[config.mk]
export PLATFORM = sky130hd
export DESIGN_NAME = muldiv_sequencer
export DESIGN_NICKNAME = d
export VERILOG_FILES = /design/src/rtl/muldiv_sequencer.sv
export SDC_FILE = /design/constraint.sdc
export NUM_CORES = 1
export LEC_CHECK = 0
export CAP_MARGIN = 5
export CORE_MARGIN = 8
export CORE_UTILIZATION = 35
export CTS_CLUSTER_DIAMETER = 150
export DETAILED_ROUTE_END_ITERATION = 12
export DONT_BUFFER_PORTS = 1
export SLEW_MARGIN = 20
export SYNTH_ARGS = -nofsm -noshare
export SYNTH_HDL_FRONTEND = slang
export SYNTH_SLANG_ARGS = --single-unit
[constraint.sdc]
create_clock -name clk -period 7.2 [get_ports clk]
set_input_delay 0.72 -clock clk [delete_from_list [all_inputs] [get_ports clk]]
set_output_delay 0.72 -clock clk [all_outputs]
set_load 0.02 [all_outputs]
[src/rtl/muldiv_sequencer.sv]
// HI/LO multiply/divide unit: one radix-2 shift/add-subtract datapath sequenced over
// DATA_W iterations for MULT/MULTU/DIV/DIVU, plus MTHI/MTLO register writes.
module muldiv_sequencer #(
  parameter int DATA_W = 32
) (
  input  logic              clk,
  input  logic              rst_n,
  input  logic              start,
  input  logic [2:0]        op,
  input  logic [DATA_W-1:0] rs_val,
  input  logic [DATA_W-1:0] rt_val,
  input  logic              cancel,
  output logic              busy,
  output logic              done,
  output logic [DATA_W-1:0] hi,
  output logic [DATA_W-1:0] lo
);

  localparam int CNT_W = (DATA_W > 1) ? $clog2(DATA_W) : 1;

  typedef enum logic [1:0] {IDLE, RUN, FIXUP} state_t;

  state_t             state, state_nxt;
  logic [CNT_W-1:0]   counter;
  logic [DATA_W-1:0]  acc_hi, acc_lo, opb, rs_raw;
  logic               is_div, neg_q, neg_r, div_zero;

  logic               accept, md_op, signed_op, sign_a, sign_b;
  logic [DATA_W-1:0]  mag_a, mag_b;
  logic [DATA_W:0]    mul_sum, rem_sh, diff;
  logic signed [2*DATA_W-1:0] prod_fix;
  logic [DATA_W-1:0]  res_hi, res_lo;

  function automatic logic [DATA_W-1:0] neg_word(input logic [DATA_W-1:0] v, input logic en);
    return en ? (~v + 1'b1) : v;
  endfunction

  function automatic logic signed [2*DATA_W-1:0] neg_dword(input logic [2*DATA_W-1:0] v,
                                                           input logic en);
    return en ? $signed(~v + 1'b1) : $signed(v);
  endfunction

  assign accept    = (state == IDLE) && start && !cancel;
  assign md_op     = !op[2];
  assign signed_op = !op[0];
  assign sign_a    = signed_op && rs_val[DATA_W-1];
  assign sign_b    = signed_op && rt_val[DATA_W-1];
  assign mag_a     = neg_word(rs_val, sign_a);
  assign mag_b     = neg_word(rt_val, sign_b);

  // Multiply step: conditional add of the multiplicand, then shift the product right.
  assign mul_sum = {1'b0, acc_hi} + (acc_lo[0] ? {1'b0, opb} : {(DATA_W+1){1'b0}});
  // Restoring divide step: shift the next dividend bit into the remainder and trial-subtract.
  assign rem_sh  = {acc_hi, acc_lo[DATA_W-1]};
  assign diff    = rem_sh - {1'b0, opb};

  assign prod_fix = neg_dword({acc_hi, acc_lo}, neg_q);

  always_comb begin
    res_hi = prod_fix[2*DATA_W-1:DATA_W];
    res_lo = prod_fix[DATA_W-1:0];
    if (is_div) begin
      res_hi = div_zero ? rs_raw : neg_word(acc_hi, neg_r);
      res_lo = div_zero ? {DATA_W{1'b1}} : neg_word(acc_lo, neg_q);
    end
  end

  always_comb begin
    state_nxt = state;
    case (state)
      IDLE:    if (accept && md_op) state_nxt = RUN;
      RUN:     if (cancel) state_nxt = IDLE;
               else if (counter == CNT_W'(DATA_W-1)) state_nxt = FIXUP;
      FIXUP:   state_nxt = IDLE;
      default: state_nxt = IDLE;
    endcase
  end

  always_ff @(posedge clk or negedge rst_n) begin
    if (!rst_n) begin
      state   <= IDLE;
      counter <= '0;
      busy    <= 1'b0;
      done    <= 1'b0;
      hi      <= '0;
      lo      <= '0;
    end else begin
      state   <= state_nxt;
      busy    <= (state_nxt != IDLE);
      done    <= (state == FIXUP) && !cancel;
      counter <= (state == RUN) ? counter + 1'b1 : '0;
      if (accept && op == 3'b100) hi <= rs_val;
      if (accept && op == 3'b101) lo <= rs_val;
      if (state == FIXUP && !cancel) begin
        hi <= res_hi;
        lo <= res_lo;
      end
    end
  end

  // Datapath registers carry no reset; they are always reloaded before use.
  always_ff @(posedge clk) begin
    if (accept && md_op) begin
      acc_hi   <= '0;
      acc_lo   <= mag_a;
      opb      <= mag_b;
      is_div   <= op[1];
      neg_q    <= sign_a ^ sign_b;
      neg_r    <= sign_a;
      div_zero <= op[1] && (rt_val == '0);
      rs_raw   <= rs_val;
    end else if (state == RUN) begin
      if (is_div) begin
        acc_hi <= diff[DATA_W] ? rem_sh[DATA_W-1:0] : diff[DATA_W-1:0];
        acc_lo <= {acc_lo[DATA_W-2:0], ~diff[DATA_W]};
      end else begin
        acc_hi <= mul_sum[DATA_W:1];
        acc_lo <= {mul_sum[0], acc_lo[DATA_W-1:1]};
      end
    end
  end

endmodule

# Word-level counts from Yosys, hierarchy flattened
# Cells that the tools add are included.
# totals
mem_bits_rw,0
word_cells,76
mem_count,0
output_inout_bits,66
rom_bits,0
in_bits,71
register_bits,205
latchBits,0
# classes
n_reduce_logical,18
magnitude_cmp,0
bitwise_logic,7
eq_ne,5
n_addsub,8
muxes,24
shifts,0
n_div,0
mul,0
# op_table
op,n
32-bit two-way mux,18
"32-bit by 1-bit adder with 32-bit output, second input constant",4
32-bit NOT,4
"64-bit by 1-bit adder with 64-bit output, second input constant",1
64-bit two-way mux,1
64-bit NOT,1
32-bit by 32-bit adder with 33-bit output,1
33-bit by 32-bit subtractor with 33-bit output,1
32-bit zero test,1
1-bit logical AND,9
2-bit nonzero test,4
"3-bit equality test, second input constant",2
2-bit two-way mux,3
"5-bit by 1-bit adder with 5-bit output, second input constant",1
"5-bit equality test, second input constant",1
5-bit two-way mux,1
2-bit one-hot mux with 2 select lines,1
1-bit zero test,3
"2-bit by 1-bit equality test with 1-bit output, second input constant",1
"2-bit equality test, second input constant",1
2-bit zero test,1
1-bit NOT,1
1-bit bitwise XOR,1

# Logic depth before layout (Yosys ltp)
# logic_depth
ltp_word,7
ltp_mapped,15
depth_no_buf,12

# Worst setup path before layout
# Ideal clock, no wire load.
# synth_path
path_type,input to register
start,input cancel
end,"register acc_lo[1], data pin"
setup_time_ps,377
path_slack_ps,3049
path_buffers,2
path_stages,6
arrival_time_ps,3773
required_time_ps,6823
cell_sequence,nor4b_1 nand2b_1 inv_1 clkbuf_1 buf_1 a31oi_1
# synth_via
elab_chain_cells,4
# synth_lines
element,line,text
start: declaration,12,"input logic cancel,"
1-bit zero test,43,assign accept = (state == IDLE) && start && !cancel;
1-bit logical AND,43,
1-bit logical AND,103,if (accept && md_op) begin
32-bit two-way mux,103,
end signal: assignment,105,acc_lo <= mag_a;
end signal: assignment,115,"acc_lo <= {acc_lo[DATA_W-2:0], ~diff[DATA_W]};"
end signal: assignment,118,"acc_lo <= {mul_sum[0], acc_lo[DATA_W-1:1]};"
end: declaration,25,"logic [DATA_W-1:0] acc_hi, acc_lo, opb, rs_raw;"
# Every way passes these cells.
# A chain may end at the register's enable or synchronous reset.

# Final worst setup path
# layout_path
start,register acc_lo[0]
end,register acc_hi[26]
# layout_via
elab_chain_cells,3
# layout_lines
element,line,text
32-bit two-way mux,52,"assign mul_sum = {1'b0, acc_hi} + (acc_lo[0] ? {1'b0, opb} : {(DATA_W+1){1'b0}});"
32-bit by 32-bit adder with 33-bit output,52,
32-bit two-way mux,113,if (is_div) begin
end signal: assignment,114,acc_hi <= diff[DATA_W] ? rem_sh[DATA_W-1:0] : diff[DATA_W-1:0];
end signal: assignment,117,acc_hi <= mul_sum[DATA_W:1];
end: declaration,25,
# Every way passes these cells.

==> metrics <==
GRT Resource Usage Total=0.197; drt total wl=54100 um; DR iter-0 viols=1295; Die Area=0.0530 mm^2; max frequency=224 MHz; critical path class=register to register; core box area=0.0453 mm^2; CTS H-tree lvls=1; Worst EP required=7.65 ns; status=finished clean; Ant. Diodes=0; Hold WC Path Type=primary input to async pin; CTS Hold Bufs=1; Num CTS Buffers=26; Lkg Pwr=6.86 nW; Pre-antenna DRT Iters=6; initial antenna violation count=1; number of synthesized flops with an enable pin=100; vias per cell=5.93; num rows=78; Clock Path Buffers=3; DIE WIDTH=230 um; crit path time final=4.46 ns; die height=230 um; Post-synth ARST share=0.356; GRT busiest layer=met2; YS warnings=0; met2 GRT Util=0.320; share of cells above drive strength 1=0.0631; DR DRC count=0; Critical Path Sink Type=register; final slew viol count=0; met1 layer usage reported by global route=0.255; via count=14.4k; most common library cells after synthesis=nand2_1, o21ai_0, nor2_1, a21oi_1, edfxtp_1; clock root cell=clkbuf_16; wire length per cell=22.3 um; main area contributors after synthesis=edfxtp_1, dfrtp_1, ha_1; critical path startpoint category=register; most common cell in the netlist=nand2_1; post-synth top area share=0.187; measured slew at the worst slew-check pin=1.07 ns; clock sinks=205; Initial Util=0.355; Peak VDD IR=178 uV; post_cts resized=0; final number of setup-violating endpoints=0; nets=1946; mapped cell area=0.0161 mm^2; CTS tree=yes; maxcap violations=0; Layout area overhead=8.51%; CP max FO=32; M3 GR Usage=0.0380; first-pass GRT wire length=84100 um; Final Cycle Share=0.619; largest net degree at the start of global routing=89; Reg2Reg Setup Slack=2.74 ns; Ports=137; Port Buf Inserts=0; Clock Skews=0.0254 ns; library cells used by synthesis=86; Pwr per Cell Area=331 mW/mm^2; beginning of the worst register-to-register path=acc_lo[0]; setup slack after layout=2.74 ns; cell count after synthesis=1869; RSZ-0062 raised after global routing=no; sequential share of the synthesized area=0.341; number of routed nets with antenna violations=0; CTS clk-pin slew, worst paths=0.06 ns; vias in the first global route=14.1k; Synth area leader=edfxtp_1; Reg2Reg Depth=12; syn nets=2012; Filler cells=4598; hpwl dp=39100 um; Hold Violations, Final=0; #FFs+latches synth=205; gpl congestion=0.910; mean area per synthesized cell=8.59 um^2; Skew-Pair Late Insertion Delay=0.57 ns; slew margin rel.=0.282; Setup WS pre-CTS=2.91 ns; Setup TNS Final=0 ns; RR Endpoint=acc_hi[26]; CP Data Arrival Time=4.91 ns; grt ovf=0; Post-CTS Setup Inserts=0; ys flop type=edfxtp_1
[flip-flops by register name, indices dropped and copies added (netlist names)]
register / cells
acc_hi: 32
acc_lo: 32
busy: 1
counter: 5
div_zero: 1
done: 1
hi: 32
is_div: 1
lo: 32
neg_q: 1
neg_r: 1
opb: 32
rs_raw: 32
state: 2
[critical path, stage by stage (launching register included)]
cell and delay (ns):
edfxtp_1 0.49, inv_1 0.81, nor2_1 0.13, ha_1 0.41, a211oi_1 0.25, o221ai_1 0.19, a221oi_1 0.31, nor2b_1 0.09
a2111oi_0 0.85, o31a_1 0.28, o21ai_0 0.15, xor2_1 0.16, o211a_1 0.21
[per-stage QoR]
step	power, mW	hold WS [ns]	cells	utilization	area (um^2)
2_1_floorplan	3.75	0.424	1869	-	16100
5_1_grt	6.14	0.0697	2423	0.385	17400
6_report	5.77	0.0396	2423	0.385	17400
3_3_place_gp	4.32	0.427	2374	0.364	16500
3_5_place_dp	4.34	0.427	2374	0.364	16500
4_1_cts	5.78	0.0596	2423	0.385	17400
[worst max-delay path by stage]
stage               slack [ns]       from          to
CTS                       2.90  acc_lo[0]      hi[16]
finish                    2.74  acc_lo[0]  acc_hi[26]
detailed placement        2.91  acc_lo[0]      hi[20]
global placement          2.99  acc_lo[0]      hi[16]
floorplan                 3.05     cancel   acc_lo[1]
global route              2.54  acc_lo[0]      hi[24]
[per-layer routing]
metal	routed length, um	up-vias	share of wire
met1	23000	6960	0.43
met3	3920	106	0.072
li1	-	6771	-
met2	25100	525	0.46
met4	2050	2	0.038
met5	8	-	0.00015
[logic make-up (layout without fill, tap and decap cells)]
group	count (synthesis)	count (layout)	synth area share
compound gates	580	580	0.233
xor+xnor	155	155	0.0846
fa+ha+maj	72	72	0.0570
buf+inv	184	138	0.0474
flops	205	205	0.341
mux	95	95	0.0599
simple gates	578	578	0.177
[cells in the final DEF (no fill, tap or decap), drive strengths merged, types with 34 or more instances in the layout]
cell,n
a21o,36
xor2,84
nor2,144
inv,71
ha,70
dfrtp,73
a21oi,143
xnor2,71
edfxtp,100
o21ai,158
nor3,34
mux2i,87
nand2,207
[area by class of cell]
| class | instances | area, um^2 | share of cell area |
|---|---|---|---|
| Multi-Input combinational cell | 1480 | 9850 | 0.566 |
| Sequential cell | 205 | 5470 | 0.314 |
| Tap cell | 600 | 751 | 0.0431 |
| Clock buffer | 32 | 713 | 0.0409 |
| Inverter | 70 | 265 | 0.0152 |
| Clock inverter | 16 | 196 | 0.0113 |
| Timing Repair Buffer | 20 | 170 | 0.00977 |
[report_power, final]
part	internal (mW)	total (mW)	leakage, nW	switching, mW
Combinational	0.992	2.37	4.29	1.38
Clock	0.847	1.41	0.450	0.564
Sequential	1.45	1.99	2.12	0.540
Total	3.29	5.77	6.86	2.48
Power figures use the tool's default switching activity.
